--- config.mk ---
export PLATFORM = sky130hd
export DESIGN_NAME = bp_nonsynth_commit_pairer
export DESIGN_NICKNAME = d
export VERILOG_FILES = /design/src/rtl/bp_nonsynth_commit_pairer.sv
export SDC_FILE = /design/constraint.sdc
export NUM_CORES = 2
export LEC_CHECK = 0
export CAP_MARGIN = 20
export CORE_AREA = 5 5 386 388
export CTS_BUF_LIST = sky130_fd_sc_hd__clkbuf_8
export CTS_CLUSTER_DIAMETER = 40
export CTS_CLUSTER_SIZE = 25
export DETAILED_ROUTE_END_ITERATION = 16
export DIE_AREA = 0 0 391 393
export PLACE_DENSITY = 0.68
export RECOVER_POWER = 100
export SYNTH_ARGS = -nofsm -noshare
export SYNTH_HDL_FRONTEND = slang
export SYNTH_SLANG_ARGS = --single-unit
--- constraint.sdc ---
create_clock -name clk_i -period 12.4 [get_ports clk_i]
set_input_delay 3.1 -clock clk_i [delete_from_list [all_inputs] [get_ports clk_i]]
set_output_delay 3.1 -clock clk_i [all_outputs]
set_load 0.005 [all_outputs]
--- src/rtl/bp_nonsynth_commit_pairer.sv ---
// bp_nonsynth_commit_pairer: orders committed instructions and pairs each
// register-writing commit with its (possibly late) ird/frd writeback.
//
// Ports:
//   clk_i, reset_n_i          clock, async active-low reset
//   commit_*_i                committed instruction (pc, instr, expects-write flag)
//   ird_* / frd_*             integer / FP register-file writebacks
//   retire_*_o, retire_ready_i ordered retire records on a valid/ready handshake
//   overflow_o, orphan_o, timeout_o  sticky error flags
`timescale 1ns/1ps
module bp_nonsynth_commit_pairer #(
    parameter int vaddr_width_p = 39,
    parameter int instr_width_p = 32,
    parameter int dpath_width_p = 64,
    parameter int els_p         = 8,
    parameter int timeout_p     = 255
) (
    input  logic                     clk_i,
    input  logic                     reset_n_i,
    input  logic                     commit_v_i,
    input  logic [vaddr_width_p-1:0] commit_pc_i,
    input  logic [instr_width_p-1:0] commit_instr_i,
    input  logic                     commit_wb_i,
    input  logic                     ird_w_v_i,
    input  logic [4:0]               ird_addr_i,
    input  logic [dpath_width_p-1:0] ird_data_i,
    input  logic                     frd_w_v_i,
    input  logic [4:0]               frd_addr_i,
    input  logic [dpath_width_p-1:0] frd_data_i,
    output logic                     retire_v_o,
    input  logic                     retire_ready_i,
    output logic [vaddr_width_p-1:0] retire_pc_o,
    output logic [instr_width_p-1:0] retire_instr_o,
    output logic [29:0]              retire_itag_o,
    output logic                     retire_ird_v_o,
    output logic                     retire_frd_v_o,
    output logic [4:0]               retire_rd_addr_o,
    output logic [dpath_width_p-1:0] retire_rd_data_o,
    output logic                     overflow_o,
    output logic                     orphan_o,
    output logic                     timeout_o
);

    localparam int ptr_w_lp  = (els_p > 1) ? $clog2(els_p) : 1;
    localparam int cnt_w_lp  = ptr_w_lp + 1;
    localparam int wait_w_lp = $clog2(timeout_p + 1);

    typedef struct packed {
        logic [vaddr_width_p-1:0] pc;
        logic [instr_width_p-1:0] instr;
        logic                     wb;
        logic [29:0]              itag;
    } cq_entry_t;

    typedef struct packed {
        logic                     is_fp;
        logic [4:0]               addr;
        logic [dpath_width_p-1:0] data;
    } wb_entry_t;

    typedef struct packed {
        logic                     v;
        logic [vaddr_width_p-1:0] pc;
        logic [instr_width_p-1:0] instr;
        logic [29:0]              itag;
        logic                     ird_v;
        logic                     frd_v;
        logic [4:0]               addr;
        logic [dpath_width_p-1:0] data;
    } ret_t;

    typedef enum logic [1:0] {
        e_idle,
        e_resolve,
        e_wait
    } state_e;

    cq_entry_t             cq_mem_q [els_p];
    cq_entry_t             cq_mem_d [els_p];
    logic [ptr_w_lp-1:0]   cq_rd_q, cq_rd_d, cq_wr_q, cq_wr_d;
    logic [cnt_w_lp-1:0]   cq_cnt_q, cq_cnt_d;
    wb_entry_t             wq_mem_q [els_p];
    wb_entry_t             wq_mem_d [els_p];
    logic [ptr_w_lp-1:0]   wq_rd_q, wq_rd_d, wq_wr_q, wq_wr_d;
    logic [cnt_w_lp-1:0]   wq_cnt_q, wq_cnt_d;
    logic [29:0]           itag_q, itag_d;
    logic [cnt_w_lp-1:0]   pend_q, pend_d;
    logic [wait_w_lp-1:0]  wait_q, wait_d;
    state_e                state_q, state_d;
    ret_t                  ret_q, ret_d;
    logic                  overflow_q, overflow_d;
    logic                  orphan_q, orphan_d;
    logic                  timeout_q, timeout_d;

    logic [cnt_w_lp:0]     occ;
    logic [cnt_w_lp-1:0]   pend_eff;
    logic                  full, cq_push, head_v;
    logic                  any_wb, wb_push, wb_avail;
    logic                  timeout_hit, paired, timed, load;
    cq_entry_t             new_cq, head;
    wb_entry_t             new_wb, wb_head;

    always_comb begin
        // The output register counts toward capacity, so els_p commits
        // may be outstanding before the consumer takes anything.
        occ      = {1'b0, cq_cnt_q} + {{cnt_w_lp{1'b0}}, ret_q.v};
        full     = occ >= (cnt_w_lp+1)'(els_p);
        cq_push  = commit_v_i & ~full;
        new_cq   = '{pc: commit_pc_i, instr: commit_instr_i,
                     wb: commit_wb_i, itag: itag_q};
        // Empty queue: the incoming commit is the head (push+pop cancel).
        head_v   = (cq_cnt_q != '0) | cq_push;
        head     = (cq_cnt_q == '0) ? new_cq : cq_mem_q[cq_rd_q];

        pend_eff = pend_q + cnt_w_lp'(cq_push & commit_wb_i);
        any_wb   = ird_w_v_i | frd_w_v_i;
        wb_push  = any_wb & (pend_eff != '0);
        new_wb   = '{is_fp: ~ird_w_v_i,
                     addr:  ird_w_v_i ? ird_addr_i : frd_addr_i,
                     data:  ird_w_v_i ? ird_data_i : frd_data_i};
        wb_avail = (wq_cnt_q != '0) | wb_push;
        wb_head  = (wq_cnt_q == '0) ? new_wb : wq_mem_q[wq_rd_q];

        timeout_hit = (state_q == e_wait)
                    & (wait_q == wait_w_lp'(timeout_p));
        paired   = head.wb & wb_avail;
        timed    = head.wb & ~wb_avail & timeout_hit;
        load     = head_v & (~head.wb | paired | timed)
                 & (~ret_q.v | retire_ready_i);

        cq_mem_d = cq_mem_q;
        if (cq_push) cq_mem_d[cq_wr_q] = new_cq;
        cq_wr_d  = cq_wr_q + ptr_w_lp'(cq_push);
        cq_rd_d  = cq_rd_q + ptr_w_lp'(load);
        cq_cnt_d = cq_cnt_q + cnt_w_lp'(cq_push) - cnt_w_lp'(load);

        wq_mem_d = wq_mem_q;
        if (wb_push) wq_mem_d[wq_wr_q] = new_wb;
        wq_wr_d  = wq_wr_q + ptr_w_lp'(wb_push);
        wq_rd_d  = wq_rd_q + ptr_w_lp'(load & paired);
        wq_cnt_d = wq_cnt_q + cnt_w_lp'(wb_push)
                 - cnt_w_lp'(load & paired);

        itag_d   = itag_q + 30'(cq_push);
        pend_d   = pend_eff - cnt_w_lp'(wb_push)
                 - cnt_w_lp'(load & timed);

        state_d  = e_idle;
        if (!head_v)                   state_d = e_idle;
        else if (load)                 state_d = (cq_cnt_d != '0) ? e_resolve : e_idle;
        else if (head.wb && !wb_avail) state_d = e_wait;
        else                           state_d = e_resolve;

        // Counter saturates at timeout_p while the output is blocked.
        wait_d = '0;
        if (state_d == e_wait && state_q == e_wait)
            wait_d = timeout_hit ? wait_q : wait_q + 1'b1;

        ret_d = ret_q;
        if (load) begin
            ret_d.v     = 1'b1;
            ret_d.pc    = head.pc;
            ret_d.instr = head.instr;
            ret_d.itag  = head.itag;
            ret_d.ird_v = paired & ~wb_head.is_fp;
            ret_d.frd_v = paired & wb_head.is_fp;
            ret_d.addr  = paired ? wb_head.addr : '0;
            ret_d.data  = paired ? wb_head.data : '0;
        end else if (retire_ready_i) begin
            ret_d.v = 1'b0;
        end

        overflow_d = overflow_q | (commit_v_i & full);
        orphan_d   = orphan_q | (any_wb & (pend_eff == '0))
                   | (ird_w_v_i & frd_w_v_i);
        timeout_d  = timeout_q | (load & timed);
    end

    always_ff @(posedge clk_i or negedge reset_n_i) begin
        if (!reset_n_i) begin
            for (int i = 0; i < els_p; i++) begin
                cq_mem_q[i] <= '0;
                wq_mem_q[i] <= '0;
            end
            cq_rd_q    <= '0;
            cq_wr_q    <= '0;
            cq_cnt_q   <= '0;
            wq_rd_q    <= '0;
            wq_wr_q    <= '0;
            wq_cnt_q   <= '0;
            itag_q     <= '0;
            pend_q     <= '0;
            wait_q     <= '0;
            state_q    <= e_idle;
            ret_q      <= '0;
            overflow_q <= 1'b0;
            orphan_q   <= 1'b0;
            timeout_q  <= 1'b0;
        end else begin
            cq_mem_q   <= cq_mem_d;
            wq_mem_q   <= wq_mem_d;
            cq_rd_q    <= cq_rd_d;
            cq_wr_q    <= cq_wr_d;
            cq_cnt_q   <= cq_cnt_d;
            wq_rd_q    <= wq_rd_d;
            wq_wr_q    <= wq_wr_d;
            wq_cnt_q   <= wq_cnt_d;
            itag_q     <= itag_d;
            pend_q     <= pend_d;
            wait_q     <= wait_d;
            state_q    <= state_d;
            ret_q      <= ret_d;
            overflow_q <= overflow_d;
            orphan_q   <= orphan_d;
            timeout_q  <= timeout_d;
        end
    end

    assign retire_v_o       = ret_q.v;
    assign retire_pc_o      = ret_q.pc;
    assign retire_instr_o   = ret_q.instr;
    assign retire_itag_o    = ret_q.itag;
    assign retire_ird_v_o   = ret_q.ird_v;
    assign retire_frd_v_o   = ret_q.frd_v;
    assign retire_rd_addr_o = ret_q.addr;
    assign retire_rd_data_o = ret_q.data;
    assign overflow_o       = overflow_q;
    assign orphan_o         = orphan_q;
    assign timeout_o        = timeout_q;

endmodule

==> metrics.txt <==
Global Route Usage Sum=23.5%; max cap viols=46; number of DRC markers in iteration 0=2813; Via density=5.81; worst reg2reg endpoint=cq_mem_q[763]; Fin. Hold Viols=0; final worst clock skew=0.0525 ns; status=finished, violations left; Setup TNS=0 ns; Post-CTS Hold Fix Bufs=0; Die Ht=393 µm; post-synthesis cell count=5753; Setup CP Type=input pin to flip-flop; Overflow after GRT=0; final wirelength=180000 µm; Final GP Congestion=0.747; Post-synth EDFFs=0; drt drc=0; Worst Max-Slew Pin Slew=4.92 ns; Netlist cell types=48; Slew Limit Fails=2358; worst stage delay on the critical path=3.05 ns; post-layout instance area=82200 µm²; period utilisation layout=77.3%; hold wc startpoint=retire_instr_o[24]; CP Launch Type=input pin; Initial Util=49.6%; Die Width=391 µm; Fmax=104 MHz; VDD IR-drop max=0.186 mV; Worst Path Required=13.24 ns; Mapped Area=71900 µm²; DRT Pass-1 Iters=7; Hold Path End=retire_instr_o[24]; worst-case clock buffer depth=3; Nets=6252; CP Capture Type=flip-flop; worst hold path class=flip-flop to flip-flop; Placed Area=77300 µm²; Yosys warnings=0; first-pass GRT wire length=286000 µm; Worst EP arrival=10.42 ns; num rows=140; CTS clk-pin slew, worst paths=0.07 ns; slew margin rel.=-228%; vias=47100; setup bufs post-CTS=0; CTS buffer count=215; main flop type after synthesis=dfrtp_1; R2R setup slack=4.62 ns; final hold slack=0.482 ns; CTS Sinks=1616; worst skew pair latency=0.96 ns; largest net degree at the start of global routing=176; Async SR Flop Fraction=100%; I/O pins=392; crit-path cells=dlygate4sd3_1, o211a_1, inv_1, nor2_1, nand2_1, clkbuf_1, mux2_2; post-synthesis sequential area ratio=56.3%; Syn Nets=6000; hold path cells=1; cts repair resizes=0; initial antenna violation count=13; Final Setup Violations=0; hpwl dp=100000 µm; IO Port Bufs=391; CTS tree=built; Antenna Violating Nets Remaining=0; slowest stage cell, crit path=clkbuf_1; Yosys reg bits=1616; die area=154000 µm²; WL per Instance=22.2 µm; area delta synth->final=14.4%; LEAKAGE=36.9 nW; number of global-route vias before repair=48800; clk root buf=clkbuf_8; power per cell area=267 nW/µm²; Mapped Avg Cell Area=12.5 µm²; RSZ-0062 raised after global routing=no; minimum clock period=9.58 ns; Reg-to-Reg Start=cq_cnt_q[1]; H-tree depth=4; violated checks=capacitance limit, slew limit; R2R depth=8; core box area=145000 µm²; largest fanout on the critical path=52; fraction of layout cells with a size suffix above 1=23.2%
==> report_power, final <==
part / total [mW] / switching [mW] / internal, mW / leakage, nW
logic: 8.54 / 4.27 / 4.28 / 14.6
clock network: 4.65 / 2.28 / 2.37 / 2.53
registers: 8.76 / 1.29 / 7.47 / 19.7
==> per-stage QoR <==
stage	total power, mW	worst slack, ns	instances	utilization [%]
final	22.0	2.82	8115	56.7
after floorplan	14.7	5.29	5753	-
after detailed placement	17.5	3.81	7699	53.3
after global placement	17.2	3.90	7698	53.3
after global routing	23.4	2.57	8111	56.7
after CTS	22.2	4.80	8101	56.8
==> worst max-delay path, delay by kind of cell <==
kind,cells,cell delay [ns]
AO/OA/AOI/OAI,1,0.29
AND/OR/NAND/NOR,2,2.32
multiplexers,1,0.57
buffers and inverters,3,3.96
==> final cells by class <==
type                       instances  area [µm²]
clock buffer                     236        3250
fill                           12000       62800
antenna                            8        20.0
sequential                      1616       40500
tap                             1917        2400
clock inverter                   166        1850
timing repair buffer             484        4540
multi-input combinational       3656       29600
inverter                          32         125
==> flip-flops by register name, indices dropped and copies added, names as in the netlist, 2 cells and up <==
| name | flops |
|---|---|
| cq_mem_q | 816 |
| wq_mem_q | 560 |
| retire_rd_data_o | 64 |
| retire_pc_o | 39 |
| retire_instr_o | 32 |
| itag_q | 30 |
| retire_itag_o | 30 |
| wait_q | 8 |
| retire_rd_addr_o | 5 |
| cq_cnt_q | 4 |
| pend_q | 4 |
| wq_cnt_q | 4 |
| cq_rd_q | 3 |
| cq_wr_q | 3 |
| wq_rd_q | 3 |
| wq_wr_q | 3 |
| state_q | 2 |
==> Yosys cell counts (3+ instances only) <==
| library cell | n | area [µm²] |
|---|---|---|
| mux2i_1 | 554 | 5550 |
| nand3_1 | 141 | 706 |
| mux2_2 | 838 | 9440 |
| mux2_1 | 56 | 631 |
| nor2_1 | 567 | 2130 |
| buf_1 | 62 | 233 |
| a21o_1 | 4 | 30.0 |
| a22oi_1 | 203 | 1520 |
| nor2b_1 | 4 | 25.0 |
| fa_1 | 3 | 60.1 |
| mux4_2 | 140 | 3150 |
| a21oi_1 | 560 | 2800 |
| nand2b_1 | 3 | 18.8 |
| clkbuf_1 | 319 | 1200 |
| buf_4 | 3 | 22.5 |
| and2_1 | 4 | 25.0 |
| xnor2_1 | 30 | 263 |
| dfrtp_1 | 1616 | 40400 |
| o21ai_0 | 3 | 15.0 |
| xor2_1 | 17 | 149 |
| ha_1 | 28 | 350 |
| nor3_1 | 7 | 35.0 |
| inv_1 | 30 | 113 |
| buf_2 | 65 | 325 |
| o22a_1 | 23 | 201 |
| nand2_1 | 339 | 1270 |
| and3_1 | 17 | 106 |
| and4_1 | 4 | 35.0 |
| or2_2 | 3 | 18.8 |
| a32o_1 | 69 | 691 |
| a2111oi_0 | 8 | 70.1 |
| nand4_1 | 8 | 50.1 |
| a22o_1 | 3 | 26.3 |
==> routing by layer <==
metal / GRT usage [%] / part of all wire (%) / up-vias
met5: 0 / 0.027 / -
met4: 6.18 / 2.1 / 6
met3: 4.45 / 5.4 / 294
met2: 39.7 / 49 / 1195
met1: 31.5 / 43 / 24500
li1: - / - / 21200
==> cell families after synthesis <==
kind of cell | share of synthesized area [%]
xor+xnor | 0.573
fa+ha+maj | 0.585
buf+inv | 2.64
compound gates | 7.57
mux | 26.1
simple gates | 6.27
flops | 56.3
==> placed cells by master (no fill, tap or decap), types with 9 or more instances in the layout <==
cell,synthesis,final
a21oi_1,560,559
a22oi_1,203,203
a32o_1,69,69
and3_1,17,17
buf_4,3,39
bufinv_16,0,24
clkbuf_1,319,46
clkbuf_8,0,236
clkdlybuf4s50_1,0,212
clkinv_2,0,14
clkinv_4,0,22
clkinvlp_4,0,39
dfrtp_1,1616,1612
dlygate4sd3_1,0,177
ha_1,28,28
inv_1,30,46
inv_6,0,39
inv_8,0,9
mux2_1,56,57
mux2_2,838,837
mux2i_1,554,554
mux4_2,140,140
nand2_1,339,338
nand3_1,141,140
nor2_1,567,566
o22a_1,23,23
xnor2_1,30,30
xor2_1,17,17
==> worst max path at each step <==
stage | end | from | slack [ns]
3_5_place_dp | state_q[0] | commit_v_i | 3.81
5_1_grt | wq_mem_q[438] | commit_v_i | 2.57
4_1_cts | state_q[0] | commit_v_i | 4.80
3_3_place_gp | state_q[0] | commit_v_i | 3.90
6_report | cq_mem_q[763] | commit_v_i | 2.82
2_1_floorplan | state_q[0] | commit_v_i | 5.29
Power figures use the tool's default switching activity.
